--- src/rtl/cpu16_execute.sv ---
// -----------------------------------------------------------------------------
// cpu16_execute
//   Operand-fetch / execute / writeback pipeline wrapped around an external
//   combinational cpu16 ALU. Decoded instructions are accepted over a
//   valid/ready port, operands are read from the register file (with full
//   forwarding from the in-flight E and W stages), the ALU operands are
//   registered in stage E, the ALU result is captured in stage W, and the
//   W entry retires downstream while writing back into the register file.
//   Because every hazard is forwarded, downstream backpressure is the only
//   source of stalls.
//
// Ports
//   clk, reset            clock, asynchronous active-high reset
//   in_valid / in_ready   instruction handshake (accepted when both high)
//   in_op                 ALU opcode, carried unchanged to alu_op
//   in_srca / in_srcb     source register indices for x / y
//   in_imm / in_use_imm   immediate y operand and its select
//   in_dst / in_wb        destination index and writeback enable
//   alu_op/alu_x/alu_y    stage-E contents presented to the ALU
//   alu_r                 combinational ALU result for stage-E contents
//   out_valid / out_ready retire handshake (retire when both high)
//   out_data/out_dst/out_wb  stage-W result, destination, writeback flag
// -----------------------------------------------------------------------------
module cpu16_execute #(
    parameter int AW = 3
) (
    input  logic          clk,
    input  logic          reset,

    input  logic          in_valid,
    output logic          in_ready,
    input  logic [3:0]    in_op,
    input  logic [AW-1:0] in_srca,
    input  logic [AW-1:0] in_srcb,
    input  logic [15:0]   in_imm,
    input  logic          in_use_imm,
    input  logic [AW-1:0] in_dst,
    input  logic          in_wb,

    output logic [3:0]    alu_op,
    output logic [15:0]   alu_x,
    output logic [15:0]   alu_y,
    input  logic [15:0]   alu_r,

    output logic          out_valid,
    input  logic          out_ready,
    output logic [15:0]   out_data,
    output logic [AW-1:0] out_dst,
    output logic          out_wb
);

    localparam int NREG = 2 ** AW;

    // Register file; entry 0 is never written and never read.
    logic [15:0]   rf_q [NREG];

    // Stage E (operands presented to the ALU)
    logic          e_valid_q,  e_valid_d;
    logic [3:0]    alu_op_q,   alu_op_d;
    logic [15:0]   alu_x_q,    alu_x_d;
    logic [15:0]   alu_y_q,    alu_y_d;
    logic [AW-1:0] e_dst_q,    e_dst_d;
    logic          e_wb_q,     e_wb_d;

    // Stage W (captured ALU result awaiting retire)
    logic          out_valid_q, out_valid_d;
    logic [15:0]   out_data_q,  out_data_d;
    logic [AW-1:0] out_dst_q,   out_dst_d;
    logic          out_wb_q,    out_wb_d;

    logic          w_free;
    logic          accept;
    logic          rf_we;
    logic [15:0]   opa;
    logic [15:0]   opb;

    // W can take new contents when it is empty or retiring this cycle.
    // in_ready is combinational on out_ready so a retiring W lets a full
    // pipe keep streaming at one instruction per cycle.
    assign w_free   = !out_valid_q || out_ready;
    assign in_ready = !e_valid_q || w_free;
    assign accept   = in_valid && in_ready;
    assign rf_we    = out_valid_q && out_ready && out_wb_q && (out_dst_q != '0);

    // Source operand lookup. E is younger than W, so it wins. The W path
    // also covers the case where W retires (and writes the register file)
    // on the same edge that this instruction is accepted. Neither path
    // depends on out_ready: a stalled W entry is still the newest value.
    function automatic logic [15:0] src_val(input logic [AW-1:0] src);
        if (src == '0)
            return 16'h0000;
        else if (e_valid_q && e_wb_q && (e_dst_q == src))
            return alu_r;
        else if (out_valid_q && out_wb_q && (out_dst_q == src))
            return out_data_q;
        else
            return rf_q[src];
    endfunction

    always_comb begin
        opa = src_val(in_srca);
        opb = in_use_imm ? in_imm : src_val(in_srcb);
    end

    // Next-state for E and W
    always_comb begin
        e_valid_d   = e_valid_q;
        alu_op_d    = alu_op_q;
        alu_x_d     = alu_x_q;
        alu_y_d     = alu_y_q;
        e_dst_d     = e_dst_q;
        e_wb_d      = e_wb_q;
        out_valid_d = out_valid_q;
        out_data_d  = out_data_q;
        out_dst_d   = out_dst_q;
        out_wb_d    = out_wb_q;

        if (w_free) begin
            out_valid_d = e_valid_q;
            out_data_d  = alu_r;
            out_dst_d   = e_dst_q;
            out_wb_d    = e_wb_q;
        end

        if (accept) begin
            e_valid_d = 1'b1;
            alu_op_d  = in_op;
            alu_x_d   = opa;
            alu_y_d   = opb;
            e_dst_d   = in_dst;
            e_wb_d    = in_wb;
        end else if (w_free) begin
            // E moved into W with nothing behind it
            e_valid_d = 1'b0;
        end
    end

    always_ff @(posedge clk or posedge reset) begin
        if (reset) begin
            e_valid_q   <= 1'b0;
            alu_op_q    <= '0;
            alu_x_q     <= '0;
            alu_y_q     <= '0;
            e_dst_q     <= '0;
            e_wb_q      <= 1'b0;
            out_valid_q <= 1'b0;
            out_data_q  <= '0;
            out_dst_q   <= '0;
            out_wb_q    <= 1'b0;
        end else begin
            e_valid_q   <= e_valid_d;
            alu_op_q    <= alu_op_d;
            alu_x_q     <= alu_x_d;
            alu_y_q     <= alu_y_d;
            e_dst_q     <= e_dst_d;
            e_wb_q      <= e_wb_d;
            out_valid_q <= out_valid_d;
            out_data_q  <= out_data_d;
            out_dst_q   <= out_dst_d;
            out_wb_q    <= out_wb_d;
        end
    end

    // Writeback happens on the retire edge; r0 is never written.
    always_ff @(posedge clk or posedge reset) begin
        if (reset) begin
            for (int i = 0; i < NREG; i++)
                rf_q[i] <= '0;
        end else if (rf_we) begin
            rf_q[out_dst_q] <= out_data_q;
        end
    end

    assign alu_op    = alu_op_q;
    assign alu_x     = alu_x_q;
    assign alu_y     = alu_y_q;
    assign out_valid = out_valid_q;
    assign out_data  = out_data_q;
    assign out_dst   = out_dst_q;
    assign out_wb    = out_wb_q;

endmodule

--- config.mk ---
export PLATFORM = sky130hd
export DESIGN_NAME = cpu16_execute
export DESIGN_NICKNAME = d
export VERILOG_FILES = /design/src/rtl/cpu16_execute.sv
export SDC_FILE = /design/constraint.sdc
export NUM_CORES = 1
export LEC_CHECK = 0
export BUFFER_PORTS_ARGS = -buffer_cell sky130_fd_sc_hd__buf_2
export CORE_MARGIN = 1
export CORE_UTILIZATION = 59
export DETAILED_ROUTE_END_ITERATION = 16
export PLACE_DENSITY = 0.9
export SLEW_MARGIN = 20
export SYNTH_ARGS = -nofsm -noshare
export SYNTH_HDL_FRONTEND = slang
export SYNTH_SLANG_ARGS = --single-unit
--- constraint.sdc ---
create_clock -name clk -period 8.3 [get_ports clk]
set_input_delay 1.245 -clock clk [delete_from_list [all_inputs] [get_ports clk]]
set_output_delay 1.245 -clock clk [all_outputs]
set_load 0.02 [all_outputs]
Word level (Yosys, flattened, before mapping):

Index checks and enable logic that the tools add are counted.

* output and inout port bits: 58
* logic and storage cells: 66
* input port bits: 51
* register bits: 190

* order comparisons: 4
* reductions and logical operators: 19
* multiplexer cells: 18
* equal/unequal tests: 4
* bitwise operators: 3

Operator list (count)
* 16-bit two-way mux: 12
* 128-bit bitwise mux: 1
* 16-bit binary-select mux with 3-bit select: 2
* 16-bit demux with 3-bit select: 1
* 3-bit equality test: 4
* 4-bit greater-or-equal comparator, second input constant: 3
* 3-bit inverter with 4-bit output: 3
* 1-bit logical AND: 11
* 3-bit logical NOT: 2
* 4-bit by 1-bit < comparator with 1-bit output, second input constant: 1
* 3-bit nonzero test: 1
* 1-bit logical NOT: 2
* 1-bit logical OR: 2
* 1-bit two-way mux: 2
* 2-bit nonzero test: 1

Logic depth before layout (Yosys ltp):

* word-level depth: 8
* mapped depth: 8
* depth with buffers taken out: 5

Worst setup path before layout:

Ideal clock, no wire load.

* path kind: input to register
* start point: input in_srca[0]
* end point: register alu_x_q[10], in the netlist alu_x[10]
* cell stages on the path: 7
* library setup time: 124 ps
* slack: 5496 ps
* buffers on the path: 3
* data arrival time: 2680 ps
* path through: buf_2 buf_4 buf_2 mux4_2 a211oi_1 nor2_1 a211o_1

* longest elaborated chain between the ends: 7

RTL lines
* start, declared: RTL line 33 `input logic [AW-1:0] in_srca,`
* 3-bit inverter with 4-bit output (implied by the code): RTL line 97 `return rf_q[src];`
* 16-bit binary-select mux with 3-bit select: RTL line 97
* 16-bit two-way mux (implied by the code) (2 in a row): RTL line 97
* 16-bit two-way mux: RTL line 94 `else if (out_valid_q && out_wb_q && (out_dst_q == src))`
* 16-bit two-way mux: RTL line 92 `else if (e_valid_q && e_wb_q && (e_dst_q == src))`
* 16-bit two-way mux *: RTL line 90 `if (src == '0)`
* end signal, assigned: RTL line 153 `alu_x_q <= alu_x_d;`
* end, declared: RTL line 60 `logic [15:0] alu_x_q, alu_x_d;`

Mark *: on every way between the ends. The rest lies on a longest branch, timed or not. The select of a mux whose other input is x is not followed.
A chain may end at the register's enable or synchronous reset.

Worst setup path after layout:

* start point: input in_srca[1]
* end point: register alu_x_q[4], in the netlist alu_x[4]

The elaborated chain is that of the path after synthesis.

==> out/metrics.sh <==
SYNTH-SEQ-CELLS=190
SYNTH.AVG_CELL_AREA_SQ_UM=12.2
DRT_PASS1_ITERATIONS=6
SHARE_OF_CELLS_ABOVE_DRIVE_STRENGTH_1_PCT=39.0
CLOCK_TREE_FROM_TRITONCTS='built'
DRT_DRC_VIOLATIONS_LEFT=0
STATUS='finished clean'
SYNTH_CELL_TYPE_COUNT=44
DPL_WORST_SLACK_NS=4.36
SETUP-VIOLATIONS-FINAL=0
FINALWEIGHTEDCONGESTION=0.829
MAXSLEWVIOLCOUNT=0
FINISH.UTILIZATION_PCT=67.0
FINISH.INSTANCE_AREA_SQ_UM=11200
SYNTH_COMMONEST_CELLS='sky130_fd_sc_hd__dfrtp_1 (190), sky130_fd_sc_hd__mux2_2 (150), sky130_fd_sc_hd__nand2_1 (46)'
SETUP_TNS_NS=0
POWER.DENSITY_CELL_AREA_nW_PER_UM2=308
DRT_WL_TOTAL_MM=27.1
CLK_PIN_SLEW_WORST_PATHS_NS=0.07
SYNTH_SEQUENTIAL_AREA_RATIO_PCT=47.0
VIAS_AFTER_DETAILED_ROUTING=7810
LAYOUTNONFILLERINSTCOUNT=1105
ROUTEDWLPERCELL_MICRONS=24.5
INITIAL_CELL_DENSITY_OF_THE_CORE_PCT=60.8
MAPPEDNETLISTNETS=881
ANTENNA_VIOLATING_NETS_POST_ROUTE=0
IO_PINS=109
MULTI_INPUT_AREA_SQ_UM=4850
DRV_CAP=0
CTS_BUF_COUNT=17
SYNTH_TOP_AREA_SHARE_PCT=47.0
ASYNC_RESET_FF_SHARE_PCT=100
CORE_REGION_AREA_SQ_UM=16600
PLACE.DETAILED.INSTANCES=1072
POST-CTS-SETUP-BUFFER-COUNT=0
CLOCKROOTBUFFER='sky130_fd_sc_hd__clkbuf_16'
AREA.SEQUENTIAL_SQ_UM=4750
VIA_CELL_RATIO=7.07
DIE-AREA_SQ_UM=17700
CTS-HOLD-FIX-BUFFERS=0
CP_DATA_REQUIRED_TIME_NS=8.63
GLOBAL_ROUTE.USAGE.TOTAL_PCT=31.8
DR.FIRST_ITER.DRC_COUNT=972
ENDPOINT_KIND='register'
FINAL_NET_COUNT=923
CRITPATHKIND='in -> reg'
POST_CTS_RESIZED=0
SYNTH_AREA_SQ_UM=10100
TOTAL_POWER_mW=3.43
FLOORPLAN.DIE.WIDTH_MICRONS=133
SYNTHESIS.YOSYS.WARNINGS=0
SYNTH-MAIN-FF-CELL='sky130_fd_sc_hd__dfrtp_1'
TIMING.MAX_SLEW.REL_SLACK_PCT=31.8
PLACED_AREA_SQ_UM=10500
CELL_ROWS=47
SYNTH_ENABLE_FLOP_CELLS=0
CTS.PATH.MAX_BUFFERS=2
MIN-DELAY-PATH-CLASS='reg -> reg'
CRITPATHARRIVALTIME_NS=3.86
FINAL-HOLD-VIOLATION-COUNT=0
MAXCLOCKFREQUENCY_MHz=283
SYNTHTOPCELLSBYAREA='sky130_fd_sc_hd__dfrtp_1 (47%), sky130_fd_sc_hd__mux2_2 (17%), sky130_fd_sc_hd__mux4_2 (6.9%)'
YOSYS.AREA.TOP_TYPE='sky130_fd_sc_hd__dfrtp_1'
TIMING.CRITICAL_PATH.FROM_TYPE='input port'
AREA.GROWTH.SYNTH_TO_FINAL_PCT=10.3
TOTAL_LEAKAGE_POWER_nW=5.18
DIE-HEIGHT_MICRONS=133
GRT_PASS1_VIAS=7850
CTS_NUM_SINKS=190
GRT_PASS1_WL_MM=43.2
SYNTH_MOST_COMMON_CELL='sky130_fd_sc_hd__dfrtp_1'
CTS_HTREE_LEVELS=4
DP.FINAL_HPWL_MM=16.3
FINAL.PERIOD_UTILIZATION_PCT=42.5
COUNT_OF_PORT_BUFFERS_ADDED_DURING_PLACEMENT=108
UNREPAIRED_SETUP_ENDPOINTS_AFTER_GLOBAL_ROUTING='no'
NUMBER_OF_INSTANCES_IN_THE_SYNTHESIZED_NETLIST=830
DIODES=0
LARGEST_NET_DEGREE_AT_THE_START_OF_GLOBAL_ROUTING=113
WORST_HOLD_SLACK_NS=0.401
CLOCK_LATENCY_NS=0.44
NUMBER_OF_ANTENNA_VIOLATIONS_AT_THE_FIRST_CHECK_IN_GLOBAL_ROUTING=0
CRIT_PATH_MAX_FANOUT=52
POST-ROUTE-MIN-PERIOD_NS=3.53
TIMING.FINAL.WS_SETUP_NS=4.77
SLEW_WORST_PIN_NS=1.02
WORST_IR_DROP_VDD_mV=0.187
FINALCLOCKSKEW_NS=0.00990
GRT_REMAINING_OVERFLOW=0
FILLER_CELLS_INSERTED=1051
==> sequential cells by signal (all words and copies together) (netlist names) <==
register	cells
alu_op	4
e_valid_q	1
rf_q	128
out_dst	3
out_valid	1
e_dst_q	3
out_wb	1
e_wb_q	1
out_data	16
alu_x	16
alu_y	16
==> final timing paths <==
kind | start | endpoint | slack [ns] | depth (start not counted)
max in group asynchronous | reset | alu_y[4]$_DFFE_PP0P_ | 5.86 | 3
min | rf_q[125]$_DFFE_PP0P_ | rf_q[125]$_DFFE_PP0P_ | 0.40 | 0
max reg2reg | out_dst[1]$_DFFE_PP0P_ | alu_x[4]$_DFFE_PP0P_ | 5.80 | 5
min reg2reg | rf_q[125]$_DFFE_PP0P_ | rf_q[125]$_DFFE_PP0P_ | 0.40 | 0
min in group asynchronous | reset | rf_q[77]$_DFFE_PP0P_ | 0.94 | 2
max | in_srca[1] | alu_x[4]$_DFFE_PP0P_ | 4.77 | 7
==> cells by family (layout without fill, tap and decap cells) <==
| kind of cell | after synthesis | in the layout | share of synthesized area [%] |
|---|---|---|---|
| AOI/OAI and AO/OA | 146 | 146 | 10.4 |
| xor gates and xnor gates | 12 | 12 | 1.04 |
| buffers and inverters | 98 | 153 | 5.07 |
| DFF | 190 | 190 | 47.0 |
| muxes | 228 | 228 | 28.6 |
| and+or+nand+nor | 156 | 156 | 7.94 |
==> power by group <==
group | total (mW) | switching (mW) | internal, mW
Clock | 0.867 | 0.353 | 0.514
Sequential | 1.54 | 0.293 | 1.25
Combinational | 1.02 | 0.474 | 0.547
==> cells in the final DEF, fill, tap and decap left out, drive strengths merged, types with 2 or more instances in the layout <==
cell	n
dfrtp	190
mux2	150
buf	120
nand2	47
mux2i	45
nor2	43
mux4	33
a21oi	27
o22ai	24
a211oi	23
clkbuf	23
a211o	17
o21ai	16
o221ai	16
and3	16
xnor2	12
a221oi	12
nand2b	11
or3	10
nand3	9
a41o	9
and2	3
nand4	3
bufinv	3
clkinvlp	3
nor3b	3
nor3	3
clkinv	3
nor4b	2
and4	2
==> final cells by class <==
| type | instances | area share, % |
|---|---|---|
| clock inverter | 9 | 1.18 |
| tap | 220 | 2.47 |
| sequential | 190 | 42.6 |
| inverter | 1 | 0.101 |
| clock buffer | 23 | 4.46 |
| multi-input combinational | 542 | 43.5 |
| timing repair buffer | 120 | 5.69 |
==> worst max-delay path, stage by stage <==
cell and delay (ns):
sky130_fd_sc_hd__buf_2 0.08, sky130_fd_sc_hd__buf_4 0.68, sky130_fd_sc_hd__xnor2_1 0.23, sky130_fd_sc_hd__nand4_1 0.67
sky130_fd_sc_hd__o221ai_1 0.55, sky130_fd_sc_hd__nor2_1 0.08, sky130_fd_sc_hd__a211o_1 0.27
==> routing by layer <==
layer | wire length (microns) | vias up | global-route usage [%]
met3 | 3070 | 134 | 9.23
met4 | 1160 | 0 | 16.3
met5 | 0 | - | 0
li1 | - | 3176 | -
met2 | 12600 | 590 | 48.1
met1 | 10300 | 3910 | 41.9
No activity file was read; power rests on OpenSTA's default activity.
